--- src/rtl/wb_stage.sv ---
// rtl/wb_stage.sv - writeback stage: load wait FSM, load alignment, register file write port, instret
module wb_stage (
    input  logic        i_clk,
    input  logic        i_rst,
    input  logic        i_valid,
    input  logic [4:0]  i_rd,
    input  logic        i_is_load,
    input  logic [2:0]  i_funct3,
    input  logic [31:0] i_alu_res,
    input  logic        i_mem_ack,
    input  logic [31:0] i_mem_dat,
    output logic        o_stall,
    output logic        o_pend_valid,
    output logic [4:0]  o_pend_rd,
    output logic        o_we,
    output logic [4:0]  o_addr_wr,
    output logic [31:0] o_dat_wr,
    output logic [63:0] o_instret
);

    localparam logic [0:0] S_IDLE = 1'b0;
    localparam logic [0:0] S_WAIT = 1'b1;

    logic [0:0]  state;
    logic [0:0]  state_nxt;
    logic [4:0]  cap_rd;
    logic [2:0]  cap_funct3;
    logic [1:0]  cap_addr_lo;
    logic        capture;
    logic        retire;
    logic [4:0]  ret_rd;
    logic [31:0] ret_dat;

    function automatic logic [31:0] align_load(input logic [2:0]  funct3,
                                               input logic [1:0]  addr_lo,
                                               input logic [31:0] word);
        logic [7:0]  b;
        logic [15:0] h;
        case (addr_lo)
            2'd0:    b = word[7:0];
            2'd1:    b = word[15:8];
            2'd2:    b = word[23:16];
            default: b = word[31:24];
        endcase
        // addr_lo[0] is deliberately ignored for halfwords
        h = addr_lo[1] ? word[31:16] : word[15:0];
        case (funct3)
            3'b000:  align_load = {{24{b[7]}}, b};
            3'b001:  align_load = {{16{h[15]}}, h};
            3'b100:  align_load = {24'd0, b};
            3'b101:  align_load = {16'd0, h};
            default: align_load = word;
        endcase
    endfunction

    assign o_stall      = (state == S_WAIT);
    assign o_pend_valid = (state == S_WAIT);

    always_comb begin
        state_nxt = state;
        capture   = 1'b0;
        retire    = 1'b0;
        ret_rd    = i_rd;
        ret_dat   = i_alu_res;
        if (state == S_IDLE) begin
            if (i_valid) begin
                if (!i_is_load) begin
                    retire = 1'b1;
                end else if (i_mem_ack) begin
                    retire  = 1'b1;
                    ret_dat = align_load(i_funct3, i_alu_res[1:0], i_mem_dat);
                end else begin
                    capture   = 1'b1;
                    state_nxt = S_WAIT;
                end
            end
        end else begin
            // i_valid is ignored here; upstream is held by o_stall
            if (i_mem_ack) begin
                retire    = 1'b1;
                ret_rd    = cap_rd;
                ret_dat   = align_load(cap_funct3, cap_addr_lo, i_mem_dat);
                state_nxt = S_IDLE;
            end
        end
    end

    always_ff @(posedge i_clk or posedge i_rst) begin
        if (i_rst) begin
            state       <= S_IDLE;
            cap_rd      <= 5'd0;
            cap_funct3  <= 3'd0;
            cap_addr_lo <= 2'd0;
            o_pend_rd   <= 5'd0;
            o_we        <= 1'b0;
            o_addr_wr   <= 5'd0;
            o_dat_wr    <= 32'd0;
            o_instret   <= 64'd0;
        end else begin
            state <= state_nxt;
            if (capture) begin
                cap_rd      <= i_rd;
                cap_funct3  <= i_funct3;
                cap_addr_lo <= i_alu_res[1:0];
                o_pend_rd   <= i_rd;
            end
            o_we <= retire && (ret_rd != 5'd0);
            if (retire) begin
                // x0 retires normally but never presents a visible write
                o_addr_wr <= (ret_rd != 5'd0) ? ret_rd : 5'd0;
                o_dat_wr  <= (ret_rd != 5'd0) ? ret_dat : 32'd0;
                o_instret <= o_instret + 64'd1;
            end
        end
    end

endmodule
--- config.mk ---
export PLATFORM = sky130hd
export DESIGN_NAME = wb_stage
export DESIGN_NICKNAME = d
export VERILOG_FILES = /design/src/rtl/wb_stage.sv
export SDC_FILE = /design/constraint.sdc
export NUM_CORES = 1
export LEC_CHECK = 0
export CORE_ASPECT_RATIO = 0.5
export CORE_UTILIZATION = 52
export DETAILED_ROUTE_END_ITERATION = 8
export GPL_ROUTABILITY_DRIVEN = 0
export PLACE_DENSITY = 0.91
export SYNTH_ARGS = -nofsm -noshare
export SYNTH_HDL_FRONTEND = slang
export SYNTH_SLANG_ARGS = --single-unit
export TNS_END_PERCENT = 50
--- constraint.sdc ---
create_clock -name i_clk -period 9.59 [get_ports i_clk]
set_input_delay 1.918 -clock i_clk [delete_from_list [all_inputs] [get_ports i_clk]]
set_output_delay 1.918 -clock i_clk [all_outputs]
set_load 0.02 [all_outputs]
==> metrics.csv, run 1 <==
stage;metric;value;unit
power_and_ir_drop;p_int;0.001079;W
cells_and_area;final_nets;930;
logic_synthesis;synth_fp_nets;763;
power_and_ir_drop;p_leak;3.704;nW
power_and_ir_drop;swShare;32.01;%
logic_synthesis;synth.avg_cell_area;9.398;um2
route;dr.pass1.iters;5;
clock_tree;clkSlewWorstSetupHoldPaths;0.06;ns
route;drc_errors;0;
critical_path;start_kind;input pin;
placement;dpl.hpwl;13610;um
cells_and_area;areaGrowthSynthToFinish;38.50;%
global_route;grt_overflow;0;
logic_synthesis;netlist_area;6437;um2
route;antenna_left;0;
critical_path;arrival;4.83;ns
global_route;grt_pass1_vias;6057;
route;viasPerCell;6.247;
cells_and_area;drive_gt1_share;8.902;%
clock_tree;post_cts_resized;0;
clock_tree;postCtsSetupBuffers;0;
power_and_ir_drop;power_density;178.0;nW/um2
clock_tree;clk_latency;0.41;ns
status;status;completed;
route;vias;6434;
logic_synthesis;yosysTopAreaCell;dfrtp_1;
timing;finalSetupViolCount;0;
cells_and_area;antenna_cells;0;
clock_tree;ctsLongestPathBuffers;2;
timing;finalCritPeriodShare;47.41;%
cells_and_area;final_area;8916;um2
worst_hold_path;worstHoldPathType;reg2reg;
logic_synthesis;syn-instance-count;685;
die;io_pins;186;
clock_tree;cts.sinks;113;
logic_synthesis;dominantRegCellSynth;dfrtp_1;
timing;skew;0.005638;ns
placement;io_buffers;185;
power_and_ir_drop;p_sw;0.0005081;W
global_route;grt_pass1_wl;31330;um
logic_synthesis;synthTopCellsByCount;dfrtp_1 (113), nand2_1 (74), nand3_1 (59), nor2_1 (41), xnor2_1 (39);
critical_path;path_cells;clkdlybuf4s50_1 -> mux4_2 -> a21oi_1 -> a221oi_1 -> a211oi_1 -> o21ai_1;
die;die-height;80.68;um
flow_run;max_cap_viol_count;0;
power_and_ir_drop;clock_power_share;38.2;%
power_and_ir_drop;power_frac_comb;24.7;%
logic_synthesis;synth_edf_count;0;
route;routed_wl;20080;um
route;drtIter0Drc;674;
timing;rsz0062_at_grt;no;
critical_path;crit_fanout;18;
logic_synthesis;synth_top_area_share;43.93;%
cells_and_area;seqCellArea;2828;um2
cells_and_area;fillers;777;
clock_tree;root_buffer;clkbuf_16;
timing;timing.hold.ws;0.4701;ns
die;start_util;53.89;%
die;row_count;28;
timing;drv_slew;0;
die;die_area;12860;um2
logic_synthesis;yosysWarnings;0;
route;avgRoutedWirePerCell;19.49;um
die;core-area;11950;um2
timing;fin_setup_tns;0;ns
logic_synthesis;yosysMostFrequentCell;dfrtp_1;
logic_synthesis;yosysUniqueCellTypes;56;
global_route;grt_antenna_before_repair;0;
placement;place_area;8346;um2
timing;max_freq;220.0;MHz
placement;post-place-ws;4.882;ns
timing;slew_headroom;29.08;%
clock_tree;postCtsHoldBufs;0;
clock_tree;numCtsBuffers;17;
critical_path;required;9.87;ns
logic_synthesis;synth-seq-area-share;43.93;%
logic_synthesis;async_flop_share;100.0;%
critical_path;cpPeakStageDelay;1.03;ns
global_route;track_usage;31.40;%
clock_tree;htreeDepth;4;
cells_and_area;multi_input_area;3331;um2
timing;fin_ws;5.044;ns
critical_path;crit_family;compound AO/OA/AOI/OAI gates;
critical_path;critPathBufInv;1;
logic_synthesis;synth-seq-cells;113;
critical_path;cp_slowest_cell;clkdlybuf4s50_1;
timing;finalHoldViolCount;0;
die;dieWidth;159.4;um
timing;worst_pin_slew;1.064;ns
logic_synthesis;synthTopCellsByArea;dfrtp_1 (44%), xnor2_1 (5.3%), nand3_1 (4.6%);
clock_tree;tritoncts;yes;
global_route;grt_start_max_net_pins;76;
timing;fin_crit;4.546;ns
critical_path;worst-setup-path-type;in2reg;
critical_path;critical_path.endpoint_type;register;
power_and_ir_drop;irDropWorstVdd;0.00009189;V
power_and_ir_drop;seqPwrFrac;37.0;%
==> logic make-up (layout without fill, tap and decap cells) <==
kind of cell    count (synthesis)  in the layout  synth area share (%)
simple gates                  296            296                 23.56
compound gates                121            121                 14.13
flops                         113            113                 43.93
xor+xnor                       63             63                 8.571
buf+inv                        62            242                 4.334
mux                            29             29                 5.287
fa+ha+maj                       1              1                0.1943
==> cell usage in the layout, fill, tap and decap left out, types with 6 or more instances in the layout <==
cell type and n:
a221oi_1 14, clkdlybuf4s50_1 185, or2_2 13, nand4_1 24, nand2b_1 9, buf_4 8, a31oi_1 7, xnor2_1 39
nor2b_1 13, xor2_1 24, nand3_1 59, nor3_1 18, o21ai_1 12, nor2_1 41, o211ai_1 11, a21oi_1 17
nand2_1 74, o21ai_0 11, and2_1 8, mux2i_1 16, clkinvlp_4 7, dfrtp_1 113, clkbuf_16 17, inv_1 14
mux2_2 10, and3_1 13, a211oi_1 9, a32o_1 16, nor4_1 6
==> metrics by stage <==
step	std cells	utilization [%]	total power, W
final	1030	74.63	0.001587
after global routing	1030	74.63	0.001641
after CTS	1030	74.63	0.001582
after detailed placement	998	69.86	0.0009766
after global placement	998	69.86	0.0009640
after floorplan	685	-	0.0007920
==> flip-flops by register name, summed over array words and instances (netlist names) <==
register and flops:
cap_addr_lo 2, cap_rd 5, o_instret 64, o_we 1
o_dat_wr 32, o_addr_wr 5, cap_funct3 3, o_pend_valid 1
==> path summary, 6_finish.rpt <==
kind	cells past startpoint	start	end	slack, ns
max in group asynchronous	3	i_rst	o_dat_wr[18]$_DFFE_PP0P_	6.35
max reg2reg	5	o_pend_valid$_DFF_PP0_	o_dat_wr[28]$_DFFE_PP0P_	6.81
min	1	o_instret[63]$_DFFE_PP0P_	o_instret[63]$_DFFE_PP0P_	0.47
min in group asynchronous	2	i_rst	o_instret[46]$_DFFE_PP0P_	1.88
max	6	i_alu_res[1]	o_dat_wr[12]$_DFFE_PP0P_	5.04
min reg2reg	1	o_instret[63]$_DFFE_PP0P_	o_instret[63]$_DFFE_PP0P_	0.47
==> per-layer routing <==
metal	up-vias	wire length (um)	global-route usage, %	part of all wire [%]
met5	-	31	0	0.15
met4	2	647	15.38	3.2
met3	84	1876	7.335	9.3
met2	450	9551	51.97	48
met1	3081	7971	39.28	40
li1	2817	-	-	-
==> layout make-up <==
type                            instances  share of cell area (%)
Clock buffer                           18                   4.926
Clock inverter                         14                   1.473
Inverter                               17                  0.7718
Multi-Input combinational cell        510                   37.36
Sequential cell                       113                   31.71
Tap cell                              165                   2.315
Timing Repair Buffer                  193                   21.44
==> power by group through the flow <==
| stage | combinational, W | clock [W] | sequential [W] |
|---|---|---|---|
| global route | 0.000412 | 0.000634 | 0.000594 |
| CTS | 0.000389 | 0.000608 | 0.000585 |
| global placement | 0.000375 | 0 | 0.000589 |
| detailed placement | 0.000385 | 0 | 0.000592 |
| finish | 0.000393 | 0.000607 | 0.000588 |
| floorplan | 0.000157 | 0 | 0.000635 |
Power figures use the tool's default switching activity.
==> run 2: changes to the inputs <==
--- a/config.mk
+++ b/config.mk
@@ -6,10 +6,10 @@
 export NUM_CORES = 1
 export LEC_CHECK = 0
 export CORE_ASPECT_RATIO = 0.5
-export CORE_UTILIZATION = 52
+export CORE_UTILIZATION = 48
 export DETAILED_ROUTE_END_ITERATION = 8
 export GPL_ROUTABILITY_DRIVEN = 0
-export PLACE_DENSITY = 0.91
+export PLACE_DENSITY = 0.86
 export SYNTH_ARGS = -nofsm -noshare
 export SYNTH_HDL_FRONTEND = slang
 export SYNTH_SLANG_ARGS = --single-unit
==> constraint.sdc (replaced) <==
create_clock -name i_clk -period 4.2 [get_ports i_clk]
set_input_delay 0.84 -clock i_clk [delete_from_list [all_inputs] [get_ports i_clk]]
set_output_delay 0.84 -clock i_clk [all_outputs]
set_load 0.02 [all_outputs]
==> run 2 against run 1 <==
The run now ends with design-rule violations left. Largest power group unchanged. Final cell count rose by 1.1%. Power rose by 130%. Highest routed layer is now met4. Hold slack improved by 0.013 ns. Via count fell by 2.2%. Critical endpoint is now o_instret[63]$_DFFE_PP0P_. Die area rose by 8.2%. Critical path type unchanged. Register-to-register slack got worse by 5.2 ns. Utilization fell by 4.7 points.
==> metrics.csv, run 2 (synthesis gave the netlist of run 1 again) <==
stage;metric;value;unit;change
placement;place_area;8409;um2;+0.76%
cells_and_area;seqCellArea;2828;um2;unchanged
global_route;grt_overflow;0;;unchanged
die;start_util;49.98;%;-3.9 points
worst_hold_path;worstHoldPathType;reg2reg;;
global_route;track_usage;29.20;%;-2.2 points
die;core-area;12880;um2;+7.8%
route;routed_wl;19460;um;-3.1%
timing;rsz0062_at_grt;no;;
route;dr.pass1.iters;8;;+3
route;drtIter0Drc;697;;+3.4%
cells_and_area;largest-register;o_instret;;
timing;finalHoldViolCount;0;;unchanged
critical_path;worst-setup-path-type;in2reg;;
route;viasPerCell;6.043;;-3.3%
cells_and_area;final_nets;936;;+0.65%
global_route;grt_pass1_vias;6269;;+3.5%
clock_tree;clkSlewWorstSetupHoldPaths;0.06;ns;about the same
placement;dp.cells;1009;;+1.1%
die;die_area;13910;um2;+8.2%
critical_path;path_cells;clkdlybuf4s50_1 -> o21ba_4 -> nor4_4 -> nand3_1 -> nor4_1 -> xor2_1;;
cells_and_area;drive_gt1_share;9.529;%;+0.63 points
placement;dpl.hpwl;13570;um;-0.31%
die;io_pins;186;;unchanged
timing;slew_headroom;36.38;%;+7.3 points
flow_run;max_cap_viol_count;0;;unchanged
clock_tree;clk_latency;0.42;ns;about the same
cells_and_area;largest_reg_flops;64;;unchanged
global_route;grt_start_max_net_pins;64;;-16%
power_and_ir_drop;irDropWorstVdd;0.0001997;V;+120%
power_and_ir_drop;power_density;409.5;nW/um2;+130%
cells_and_area;layout_common_cells;clkdlybuf4s50_1 (185), dfrtp_1 (113), nand2_1 (74);;
critical_path;arrival;3.39;ns;-1.44 ns
cells_and_area;stdcell_count;1041;;+1.1%
cells_and_area;final_area;9005;um2;+1.0%
cells_and_area;fillers;944;;+21%
die;dieWidth;165.8;um;+4.0%
critical_path;critical_path.endpoint_type;register;;
clock_tree;postCtsSetupBuffers;0;;unchanged
placement;io_buffers;185;;unchanged
timing;fin_crit;3.052;ns;
clock_tree;post_cts_resized;0;;unchanged
route;vias;6291;;-2.2%
global_route;grt_antenna_before_repair;0;;unchanged
route;antenna_left;0;;unchanged
cells_and_area;multi_input_area;3331;um2;unchanged
critical_path;crit_fanout;15;;-3
clock_tree;htreeDepth;4;;unchanged
timing;finalSetupViolCount;0;;unchanged
clock_tree;root_buffer;clkbuf_16;;
clock_tree;numCtsBuffers;17;;unchanged
cells_and_area;final_common_cell;clkdlybuf4s50_1;;
power_and_ir_drop;p_leak;3.769;nW;+1.8%
timing;fin_setup_tns;0;ns;unchanged
critical_path;cp_slowest_cell;clkdlybuf4s50_1;;
die;die-height;83.89;um;+4.0%
status;status;finished with violations;;
timing;worst_pin_slew;0.9470;ns;-0.1168 ns
critical_path;start_kind;input pin;;
cells_and_area;antenna_cells;0;;unchanged
clock_tree;cts.sinks;113;;unchanged
timing;max_freq;327.6;MHz;
timing;drv_slew;0;;unchanged
route;avgRoutedWirePerCell;18.69;um;-4.1%
clock_tree;tritoncts;yes;;
clock_tree;ctsLongestPathBuffers;2;;unchanged
cells_and_area;areaGrowthSynthToFinish;39.88;%;
cells_and_area;reg_top3;o_instret: 64 flops, o_dat_wr: 32 flops;;
clock_tree;postCtsHoldBufs;0;;unchanged
route;drc_errors;8;;+8
critical_path;required;4.54;ns;-5.33 ns
critical_path;cpPeakStageDelay;0.64;ns;-0.39 ns
die;row_count;29;;+3.6%
global_route;grt_pass1_wl;32220;um;+2.9%
timing;finalCritPeriodShare;72.67;%;
timing;skew;0.01471;ns;+0.009070 ns
status;failed_checks;design-rule violations;;
-- run 2: cell types whose count changed in the layout (fill, tap and decap cells not counted) --
cell	change
clkbuf_8	-1
inv_6	+4
buf_12	+1
buf_4	+5
clkinvlp_4	-5
inv_8	+1
bufinv_16	+1
-- run 2: metal layers --
| layer | vias up | GRT usage (%) | wire, um |
|---|---|---|---|
| met1 | 3041 | 36.76 | 7994 |
| met2 | 347 | 47.23 | 9255 |
| met3 | 67 | 8.013 | 1685 |
| met5 | - | 0 | 0 |
| met4 | 0 | 13.34 | 524 |
| li1 | 2836 | - | - |
-- run 2: power breakdown --
part	leakage, nW	internal (W)	total, W	switching (W)
combinational	2.02	0.000425	0.000886	0.000462
sequential	1.46	0.00121	0.00134	0.000131
clock	0.288	0.000890	0.00146	0.000571
-- run 2: metrics by stage --
stage | hold WS, ns | util [%] | worst slack (ns) | power (W)
6_report | 0.4833 | 69.91 | 1.148 | 0.003688
5_1_grt | 0.5012 | 69.91 | 1.020 | 0.003828
4_1_cts | 0.4846 | 69.91 | 1.179 | 0.003696
3_5_place_dp | 0.4654 | 65.28 | 0.7253 | 0.002231
3_3_place_gp | 0.4697 | 65.28 | 0.7980 | 0.002209
2_1_floorplan | 0.5400 | - | 0.3726 | 0.001808
-- run 2: final cells by class --
type / instances / area share (%)
clock buffers: 17 / 4.724
clock inverters: 15 / 1.890
inverters: 17 / 0.7642
multi-input cells: 510 / 36.99
flip-flops and latches: 113 / 31.40
well taps: 170 / 2.362
repair buffers: 199 / 21.87
-- run 2: worst max-delay path, delay by kind of cell --
family / cells / cell delay [ns]
XOR/XNOR: 1 / 0.18
buffers and inverters: 1 / 0.64
AO/OA/AOI/OAI: 1 / 0.23
AND/OR/NAND/NOR: 3 / 1.49
-- run 2: path summary, 6_finish.rpt --
kind                                         startpoint                   endpoint  slack (ns)  cells after the start
max in group asynchronous                         i_rst   o_dat_wr[18]$_DFFE_PP0P_        2.53                      3
worst max register to register   o_pend_valid$_DFF_PP0_   o_dat_wr[30]$_DFFE_PP0P_        1.59                      6
worst min-delay path            o_dat_wr[6]$_DFFE_PP0P_    o_dat_wr[6]$_DFFE_PP0P_        0.48                      2
worst min register to register  o_dat_wr[6]$_DFFE_PP0P_    o_dat_wr[6]$_DFFE_PP0P_        0.48                      2
worst max-delay path                          i_mem_ack  o_instret[63]$_DFFE_PP0P_        1.15                      6
min in group asynchronous                         i_rst  o_instret[63]$_DFFE_PP0P_        0.86                      2
